File: config.mk
export PLATFORM = sky130hd
export DESIGN_NAME = core_ex_wbck_flat
export DESIGN_NICKNAME = d
export VERILOG_FILES = /design/src/rtl/core_ex_wbck_pkg.sv /design/src/rtl/core_ex_wbck_if.sv /design/src/rtl/core_ex_wbck_arb.sv /design/src/rtl/core_ex_wbck.sv /design/src/flat_wrapper.sv
export SDC_FILE = /design/constraint.sdc
export NUM_CORES = 1
export LEC_CHECK = 0
export BUFFER_PORTS_ARGS = -buffer_cell sky130_fd_sc_hd__buf_2
export CORE_ASPECT_RATIO = 1.5
export CORE_UTILIZATION = 36
export DETAILED_ROUTE_END_ITERATION = 8
export PLACE_DENSITY_LB_ADDON = 0.3
export REMOVE_ABC_BUFFERS = 1
export SETUP_SLACK_MARGIN = 0.3
export SKIP_LAST_GASP = 1
export SYNTH_ARGS = -nofsm -noshare
export SYNTH_HDL_FRONTEND = slang
export SYNTH_SLANG_ARGS = --single-unit
File: constraint.sdc
create_clock -name clk -period 1.9 [get_ports clk]
set_clock_uncertainty 0.2 [all_clocks]
set_input_delay 0.57 -clock clk [delete_from_list [all_inputs] [get_ports clk]]
set_output_delay 0.57 -clock clk [all_outputs]
set_load 0.05 [all_outputs]
File: src/rtl/core_ex_wbck_pkg.sv
// Shared constants for the write-back stage: core widths, starvation limit and
// grant bit positions used by the arbiter and the wb register.
package core_ex_wbck_pkg;

  localparam int CORE_XLEN            = 32;
  localparam int CORE_RFIDX_WIDTH     = 5;
  localparam int CORE_WBCK_STARVE_LIM = 4;

  // one-hot grant bit positions
  localparam int GNT_ALU = 0;
  localparam int GNT_LSU = 1;

  // counter must be able to hold STARVE_LIM itself
  function automatic int starve_cnt_w(input int lim);
    return (lim < 1) ? 1 : $clog2(lim + 1);
  endfunction

endpackage

File: src/rtl/core_ex_wbck_if.sv
// Write-back bundle: ALU/LSU result handshakes in, register-file write and
// bypass out. Slave is the write-back stage, master the surrounding core.
interface core_ex_wbck_if
  import core_ex_wbck_pkg::*;
#(
  parameter int XLEN        = CORE_XLEN,
  parameter int RFIDX_WIDTH = CORE_RFIDX_WIDTH
);
  logic                   alu_wbck_valid;
  logic                   alu_wbck_ready;
  logic [RFIDX_WIDTH-1:0] alu_wbck_idx;
  logic [XLEN-1:0]        alu_wbck_dat;

  logic                   lsu_wbck_valid;
  logic                   lsu_wbck_ready;
  logic [RFIDX_WIDTH-1:0] lsu_wbck_idx;
  logic [XLEN-1:0]        lsu_wbck_dat;

  logic                   wb_dest_wen;
  logic [RFIDX_WIDTH-1:0] wb_dest_idx;
  logic [XLEN-1:0]        wb_dest_dat;

  logic                   fwd_valid;
  logic [RFIDX_WIDTH-1:0] fwd_idx;
  logic [XLEN-1:0]        fwd_dat;

  modport slave (
    input  alu_wbck_valid, alu_wbck_idx, alu_wbck_dat,
    input  lsu_wbck_valid, lsu_wbck_idx, lsu_wbck_dat,
    output alu_wbck_ready, lsu_wbck_ready,
    output wb_dest_wen, wb_dest_idx, wb_dest_dat,
    output fwd_valid, fwd_idx, fwd_dat
  );

  modport master (
    output alu_wbck_valid, alu_wbck_idx, alu_wbck_dat,
    output lsu_wbck_valid, lsu_wbck_idx, lsu_wbck_dat,
    input  alu_wbck_ready, lsu_wbck_ready,
    input  wb_dest_wen, wb_dest_idx, wb_dest_dat,
    input  fwd_valid, fwd_idx, fwd_dat
  );
endinterface

File: src/rtl/core_ex_wbck_arb.sv
// Two-source write-back arbiter: LSU wins contested cycles until it has won
// STARVE_LIM in a row, then the ALU is forced through once.
module core_wbck_arb
  import core_ex_wbck_pkg::*;
#(
  parameter int STARVE_LIM = CORE_WBCK_STARVE_LIM
) (
  input  logic       clk,
  input  logic       rst,
  input  logic       alu_valid_i,
  input  logic       lsu_valid_i,
  output logic       alu_ready_o,
  output logic       lsu_ready_o,
  output logic [1:0] grant_o
);
  localparam int CNT_W = starve_cnt_w(STARVE_LIM);

  logic [CNT_W-1:0] starve_cnt_q, starve_cnt_d;
  logic             contested;
  logic             force_alu;

  assign contested = alu_valid_i & lsu_valid_i;
  assign force_alu = (starve_cnt_q == CNT_W'(STARVE_LIM));

  // readys depend only on valids and counter, never on source data
  assign alu_ready_o = ~lsu_valid_i | force_alu;
  assign lsu_ready_o = ~alu_valid_i | ~force_alu;

  assign grant_o[GNT_ALU] = alu_valid_i & alu_ready_o;
  assign grant_o[GNT_LSU] = lsu_valid_i & lsu_ready_o;

  always_comb begin
    starve_cnt_d = starve_cnt_q;
    if (!alu_valid_i)
      starve_cnt_d = '0;
    else if (contested)
      starve_cnt_d = force_alu ? '0 : starve_cnt_q + 1'b1;
  end

  always_ff @(posedge clk) begin
    if (rst) starve_cnt_q <= '0;
    else     starve_cnt_q <= starve_cnt_d;
  end

endmodule

File: src/rtl/core_ex_wbck.sv
// Write-back stage: arbitrates ALU/LSU results onto the single RF write port
// and registers the winner; the same register doubles as the bypass entry.
module core_ex_wbck
  import core_ex_wbck_pkg::*;
#(
  parameter int XLEN        = CORE_XLEN,
  parameter int RFIDX_WIDTH = CORE_RFIDX_WIDTH,
  parameter int STARVE_LIM  = CORE_WBCK_STARVE_LIM
) (
  input  logic                 clk,
  input  logic                 rst,
  core_ex_wbck_if.slave        wb
);
  logic [1:0]             grant;
  logic                   xfer;
  logic [RFIDX_WIDTH-1:0] win_idx;
  logic [XLEN-1:0]        win_dat;

  logic                   wen_q, wen_d;
  logic [RFIDX_WIDTH-1:0] idx_q, idx_d;
  logic [XLEN-1:0]        dat_q, dat_d;

  core_wbck_arb #(.STARVE_LIM(STARVE_LIM)) u_arb (
    .clk         (clk),
    .rst         (rst),
    .alu_valid_i (wb.alu_wbck_valid),
    .lsu_valid_i (wb.lsu_wbck_valid),
    .alu_ready_o (wb.alu_wbck_ready),
    .lsu_ready_o (wb.lsu_wbck_ready),
    .grant_o     (grant)
  );

  assign xfer    = |grant;
  assign win_idx = grant[GNT_LSU] ? wb.lsu_wbck_idx : wb.alu_wbck_idx;
  assign win_dat = grant[GNT_LSU] ? wb.lsu_wbck_dat : wb.alu_wbck_dat;

  // x0 still handshakes but must never produce a write or a bypass hit
  assign wen_d = xfer & (win_idx != '0);
  assign idx_d = xfer ? win_idx : idx_q;
  assign dat_d = xfer ? win_dat : dat_q;

  always_ff @(posedge clk) begin
    if (rst) begin
      wen_q <= 1'b0;
      idx_q <= '0;
      dat_q <= '0;
    end else begin
      wen_q <= wen_d;
      idx_q <= idx_d;
      dat_q <= dat_d;
    end
  end

  assign wb.wb_dest_wen = wen_q;
  assign wb.wb_dest_idx = idx_q;
  assign wb.wb_dest_dat = dat_q;
  assign wb.fwd_valid   = wen_q;
  assign wb.fwd_idx     = idx_q;
  assign wb.fwd_dat     = dat_q;

endmodule

File: src/flat_wrapper.sv
// flat-port wrapper written by rule: the top's interface ports become plain ports
module core_ex_wbck_flat import core_ex_wbck_pkg::*;
#(
  parameter int XLEN        = CORE_XLEN,
  parameter int RFIDX_WIDTH = CORE_RFIDX_WIDTH,
  parameter int STARVE_LIM  = CORE_WBCK_STARVE_LIM
)
  (clk, rst, wb_alu_wbck_valid, wb_alu_wbck_idx, wb_alu_wbck_dat, wb_lsu_wbck_valid, wb_lsu_wbck_idx, wb_lsu_wbck_dat, wb_alu_wbck_ready, wb_lsu_wbck_ready, wb_wb_dest_wen, wb_wb_dest_idx, wb_wb_dest_dat, wb_fwd_valid, wb_fwd_idx, wb_fwd_dat);
  core_ex_wbck_if #(.XLEN(XLEN), .RFIDX_WIDTH(RFIDX_WIDTH)) wb_i ();
  input  logic clk;
  input  logic rst;
  input wire logic [$bits(wb_i.alu_wbck_valid)-1:0] wb_alu_wbck_valid;
  input wire logic [$bits(wb_i.alu_wbck_idx)-1:0] wb_alu_wbck_idx;
  input wire logic [$bits(wb_i.alu_wbck_dat)-1:0] wb_alu_wbck_dat;
  input wire logic [$bits(wb_i.lsu_wbck_valid)-1:0] wb_lsu_wbck_valid;
  input wire logic [$bits(wb_i.lsu_wbck_idx)-1:0] wb_lsu_wbck_idx;
  input wire logic [$bits(wb_i.lsu_wbck_dat)-1:0] wb_lsu_wbck_dat;
  output wire logic [$bits(wb_i.alu_wbck_ready)-1:0] wb_alu_wbck_ready;
  output wire logic [$bits(wb_i.lsu_wbck_ready)-1:0] wb_lsu_wbck_ready;
  output wire logic [$bits(wb_i.wb_dest_wen)-1:0] wb_wb_dest_wen;
  output wire logic [$bits(wb_i.wb_dest_idx)-1:0] wb_wb_dest_idx;
  output wire logic [$bits(wb_i.wb_dest_dat)-1:0] wb_wb_dest_dat;
  output wire logic [$bits(wb_i.fwd_valid)-1:0] wb_fwd_valid;
  output wire logic [$bits(wb_i.fwd_idx)-1:0] wb_fwd_idx;
  output wire logic [$bits(wb_i.fwd_dat)-1:0] wb_fwd_dat;
  assign wb_i.alu_wbck_valid = wb_alu_wbck_valid;
  assign wb_i.alu_wbck_idx = wb_alu_wbck_idx;
  assign wb_i.alu_wbck_dat = wb_alu_wbck_dat;
  assign wb_i.lsu_wbck_valid = wb_lsu_wbck_valid;
  assign wb_i.lsu_wbck_idx = wb_lsu_wbck_idx;
  assign wb_i.lsu_wbck_dat = wb_lsu_wbck_dat;
  assign wb_alu_wbck_ready = wb_i.alu_wbck_ready;
  assign wb_lsu_wbck_ready = wb_i.lsu_wbck_ready;
  assign wb_wb_dest_wen = wb_i.wb_dest_wen;
  assign wb_wb_dest_idx = wb_i.wb_dest_idx;
  assign wb_wb_dest_dat = wb_i.wb_dest_dat;
  assign wb_fwd_valid = wb_i.fwd_valid;
  assign wb_fwd_idx = wb_i.fwd_idx;
  assign wb_fwd_dat = wb_i.fwd_dat;
  core_ex_wbck #(.XLEN(XLEN), .RFIDX_WIDTH(RFIDX_WIDTH), .STARVE_LIM(STARVE_LIM)) u_core (.clk(clk), .rst(rst), .wb(wb_i));
endmodule
Word level (Yosys, flattened, before mapping)

Cells that the tools add are included.

Register bits after elaboration: 41
Logic and storage cells: 21
Input port bits: 78
Output and inout bits: 78

Bitwise logic cells: 9
Add/sub/neg operators: 1
Equal/unequal tests: 1
Multiplexer cells: 3
Reduce and logical (&&, ||, !) cells: 3

Operators with widths:

| kind                  | count |
|---|---|
| $mux W32              | 1 |
| $mux W5               | 1 |
| $reduce_bool A5 Y1    | 1 |
| $and A1 B1 Y1         | 4 |
| $reduce_or A2 Y1      | 2 |
| $add A3 B1 Y3 const B | 1 |
| $eq A3 B3 Y1 const B  | 1 |
| $mux W3               | 1 |
| $not A1 Y1            | 3 |
| $or A1 B1 Y1          | 2 |

Depth between registers and ports, before layout

Word-level depth: 7
Depth in mapped cells: 7
Mapped depth without buffers: 5

Cells and area by module

From an unflattened synthesis, not the netlist that was laid out.

Cell total of the unflattened synthesis: 227
Area, all modules: 2317.2 µm²

By module, submodules not included:

| module        | cells each | instances | area an instance (µm²) | sequential area each (µm²) |
|---|---|---|---|---|
| core_ex_wbck  | 208        | 1         | 2122.0                 | 760.7 |
| core_wbck_arb | 19         | 1         | 195.2                  | 60.1 |

Least setup slack after synthesis

OpenSTA, ideal clock, no wires.

Path kind: register -> register
Start: register u_core.u_arb.starve_cnt_q[0]
End: register u_core.dat_q[17] (netlist: u_core.wb.fwd_dat[17])
Library setup time: 0.122 ns
Clock period less this slack: 2.307 ns
Arrival time: 1.985 ns
Stages on the path, launching flop included: 8
Path slack: -0.407 ns
Path through: dfxtp_1 -> inv_1 -> ha_1 -> nand3_1 -> and3b_1 -> buf_2 -> buf_1 -> a221o_1

Word-level cells in the longest chain between the ends: 5
Elaborated cells on any way between the ends: 8
Those cells by class: 1 x eq/ne; 1 x mux; 5 x bitwise; 1 x reduce/logical

RTL lines:

| element                                             | line                                   | source |
|---|---|---|
| start, declared                                     | core_ex_wbck_arb.sv:18                 | `logic [CNT_W-1:0] starve_cnt_q, starve_cnt_d;` |
| start signal, assigned                              | core_ex_wbck_arb.sv:42                 | `else starve_cnt_q <= starve_cnt_d;` |
| $eq A3 B3 Y1 *                                      | core_ex_wbck_arb.sv:23                 | `assign force_alu = (starve_cnt_q == CNT_W'(STARVE_LIM));` |
| $not A1 Y1 *                                        | core_ex_wbck_arb.sv:27                 | `assign lsu_ready_o = ~alu_valid_i \| ~force_alu;` |
| $or A1 B1 Y1 *                                      | core_ex_wbck_arb.sv:27                 |  |
| via wb_lsu_wbck_ready                               | flat_wrapper.sv:19                     | `output wire logic [$bits(wb_i.lsu_wbck_ready)-1:0] wb_lsu_wbck_ready;` |
| $and A1 B1 Y1 *                                     | core_ex_wbck_arb.sv:30                 | `assign grant_o[GNT_LSU] = lsu_valid_i & lsu_ready_o;` |
| $mux W32 / $reduce_or A2 Y1 (equally long branches) | core_ex_wbck.sv:35, core_ex_wbck.sv:33 |  |
| end signal, assigned                                | core_ex_wbck.sv:50                     | `dat_q <= dat_d;` |
| end, declared                                       | core_ex_wbck.sv:21                     | `logic [XLEN-1:0] dat_q, dat_d;` |

The timed path passes the listed nets; every way through them passes the cells marked *.
A chain may end at the register's enable or synchronous reset.

Worst setup path after layout

Start: register u_core.u_arb.starve_cnt_q[0]
End: output wb_alu_wbck_ready

Word-level cells in the longest chain between the ends: 2

RTL lines:

| element       | line                   | source |
|---|---|---|
| $eq A3 B3 Y1  | core_ex_wbck_arb.sv:23 |  |
| $or A1 B1 Y1  | core_ex_wbck_arb.sv:26 | `assign alu_ready_o = ~lsu_valid_i \| force_alu;` |
| end, declared | flat_wrapper.sv:18     | `output wire logic [$bits(wb_i.alu_wbck_ready)-1:0] wb_alu_wbck_ready;` |

Every way passes these cells.

==> reports/qor.yml <==
run_status: "complete, but fails checks"
violations: "setup timing"
fin_ws_ns: -0.08180
track_usage: 0.2094
p_total_mw: 2.758
crit_path_max_incr_delay_ns: 0.34
cp.required_ns: 1.13
std_cell_rows: 32
holdPathStages: 2
cts_inserted_buffers: 5
ys_warn_count: 0
cts_sinks: 41
place_ws_ns: -0.2481
seq_area_frac_synth: 0.4139
design_area_sq_um: 3784
grt_pass1_wl_um: 9453
power.density_nw_per_um2: 728.9
cts-root-buf: "clkbuf_8"
p_sw_frac: 0.3471
relSlewSlack: 0.6145
syn2layout_area_growth_pct: 90.79
synthCells: 190
cts_hold_buffers: 0
port_buffers: 155
finalSetupViolCount: 3
vias: 2039
rsz0062_at_grt: "yes"
p_clk_frac: 0.260
r2r_cells: 7
via_per_inst: 5.175
route.detailed.drc: 0
rr_startpoint: "u_core.u_arb.starve_cnt_q[0]"
place_area_sq_um: 2561
start_util: 0.3810
synthesis.area_sq_um: 1983
hold_end: "u_core.wb.fwd_dat[14]"
r2r-end: "u_core.wb.fwd_dat[23]"
antenna_found_initial: 0
holdWs_ns: 0.2987
layout-drive-gt1-share: 0.7117
num-nets-final: 405
finalCritPeriodShare: 1.043
setup_tns_ns: -0.1497
ys_seq_elements: 41
vdd_ir_drop_max_v: 0.0004468
hold_start: "wb_lsu_wbck_dat[14]"
power.leakage_nw: 1.739
die_h_um: 92.90
finalNonFillerCells: 394
firstDrtPassIters: 4
finalHoldViolations: 0
cts_tree: "yes"
p_sw_uw: 957.3
fin_crit_ns: 1.982
crit_family: "flip-flops"
h-tree-depth: 2
final_cell_mix: "buf_2 (77), buf_8 (75), and2_1 (37), a221o_1 (37), dfxtp_4 (37)"
yosys.cell_types.count: 28
cts_buffer_depth: 2
wl_um: 7537
fp.dieW_um: 62.60
initialDrtViolationCount: 68
synth_area_per_cell_sq_um: 10.44
crit_buf_inv: 2
wire_per_inst_um: 19.13
worstPathMaxFanout: 4
drv_slew: 0
endpoint_kind: "primary output"
grt_max_degree: 38
internal_power_mw: 1.801
tightest_slew_ns: 0.5783
dpl.hpwl_um: 3921
clock_latency_ns: 0.29
dieArea_sq_um: 5816
path_cells: "inv_2 > ha_4 > a21bo_4 > buf_8"
start_kind: "register"
ioPinCount: 156
max_freq_mhz: 504.6
gp_congestion: 0.7570
dp_cells: 372
gr-total-overflow: 0
slowest_stage: "dfxtp_2"
min_path_type: "in -> reg"
combPwrFrac: 0.376
power_frac_seq: 0.364
maxCapViolCount: 0
final_common_cell: "buf_2"
reg2reg_slack_ns: -0.01
grt_pass1_vias: 1889
path_class: "reg -> out"
diodes: 0
clkTransAtPathRegs_ns: 0.08
fin_util: 0.7269
drtAntennaViolNets: 0
cp_data_arrival_time_ns: 1.21
core_area_sq_um: 5205
## synthesized netlist by cell type (all sizes together)
master,count,area share
and4,1,0.0044
nor2,2,0.0038
mux2,1,0.0057
nor2b,2,0.010
a21bo,1,0.0082
nand3b,1,0.0038
a221o,37,0.19
dfxtp,41,0.41
nand2,1,0.0019
a21oi,2,0.0050
clkbuf,5,0.0095
o21ai,1,0.0025
mux2i,1,0.0050
nor3,1,0.0050
ha,2,0.013
nand2b,1,0.0032
or4,2,0.0076
and2,37,0.12
and3b,1,0.0044
o211ai,1,0.0038
inv,2,0.0038
o22ai,1,0.0032
buf,45,0.18
nand3,1,0.0025
## what timing repair did
item,4_1_cts,5_1_grt
gates resized for setup,207,109
cloned,1,6
buffers inserted,2,5
pin swaps,2,37
setup endpoints to repair,115,115
## routing by layer
metal / wire, um / track usage / part of all wire
met1: 2491 / 0.2351 / 0.33
met2: 4292 / 0.3723 / 0.57
met3: 397 / 0.04187 / 0.053
met4: 355 / 0.1008 / 0.047
met5: 0 / 0 / 0
## flip-flops by register name, summed over array words and instances (netlist names)
register and flops:
u_core.u_arb.starve_cnt_q 3, u_core.wb.fwd_idx 5, u_core.wb.fwd_dat 32, u_core.wb.fwd_valid 1
## power by group through the flow
stage / combinational (mW) / clock, mW / sequential [mW]
floorplan: 0.0986 / 0 / 1.39
global placement: 0.750 / 0 / 0.979
detailed placement: 0.754 / 0 / 0.979
CTS: 0.909 / 0.743 / 1.00
global route: 1.07 / 0.771 / 1.01
finish: 1.04 / 0.718 / 1.00
## worst max-delay path by stage
stage                                 start                   end  slack, ns  cells after the start
2_1_floorplan  u_core.u_arb.starve_cnt_q[0]  u_core.wb.fwd_dat[0]      -0.45                      5
3_3_place_gp              wb_lsu_wbck_valid  u_core.wb.fwd_idx[2]      -0.24                      4
3_5_place_dp              wb_lsu_wbck_valid  u_core.wb.fwd_dat[2]      -0.25                      4
4_1_cts        u_core.u_arb.starve_cnt_q[0]     wb_alu_wbck_ready       -0.1                      4
5_1_grt        u_core.u_arb.starve_cnt_q[0]     wb_alu_wbck_ready      -0.12                      4
6_report       u_core.u_arb.starve_cnt_q[0]     wb_alu_wbck_ready      -0.08                      4
## cells by family after synthesis
family          after synthesis  share of synthesized area
compound gates               43                     0.2095
fa+ha+maj                     2                    0.01262
buf+inv                      52                     0.1899
mux                           2                    0.01073
flops                        41                     0.4139
simple gates                 50                     0.1634
## cell type report
type                    instances  area [sq um]
well taps                      68         85.08
multi-input cells             101         859.6
clock buffers                   7         86.33
flip-flops and latches         41         963.4
clock inverters                 1         30.03
repair buffers                174          1752
inverters                       2         7.507
fillers                       363          1421
(Power assumes the default switching activity.)
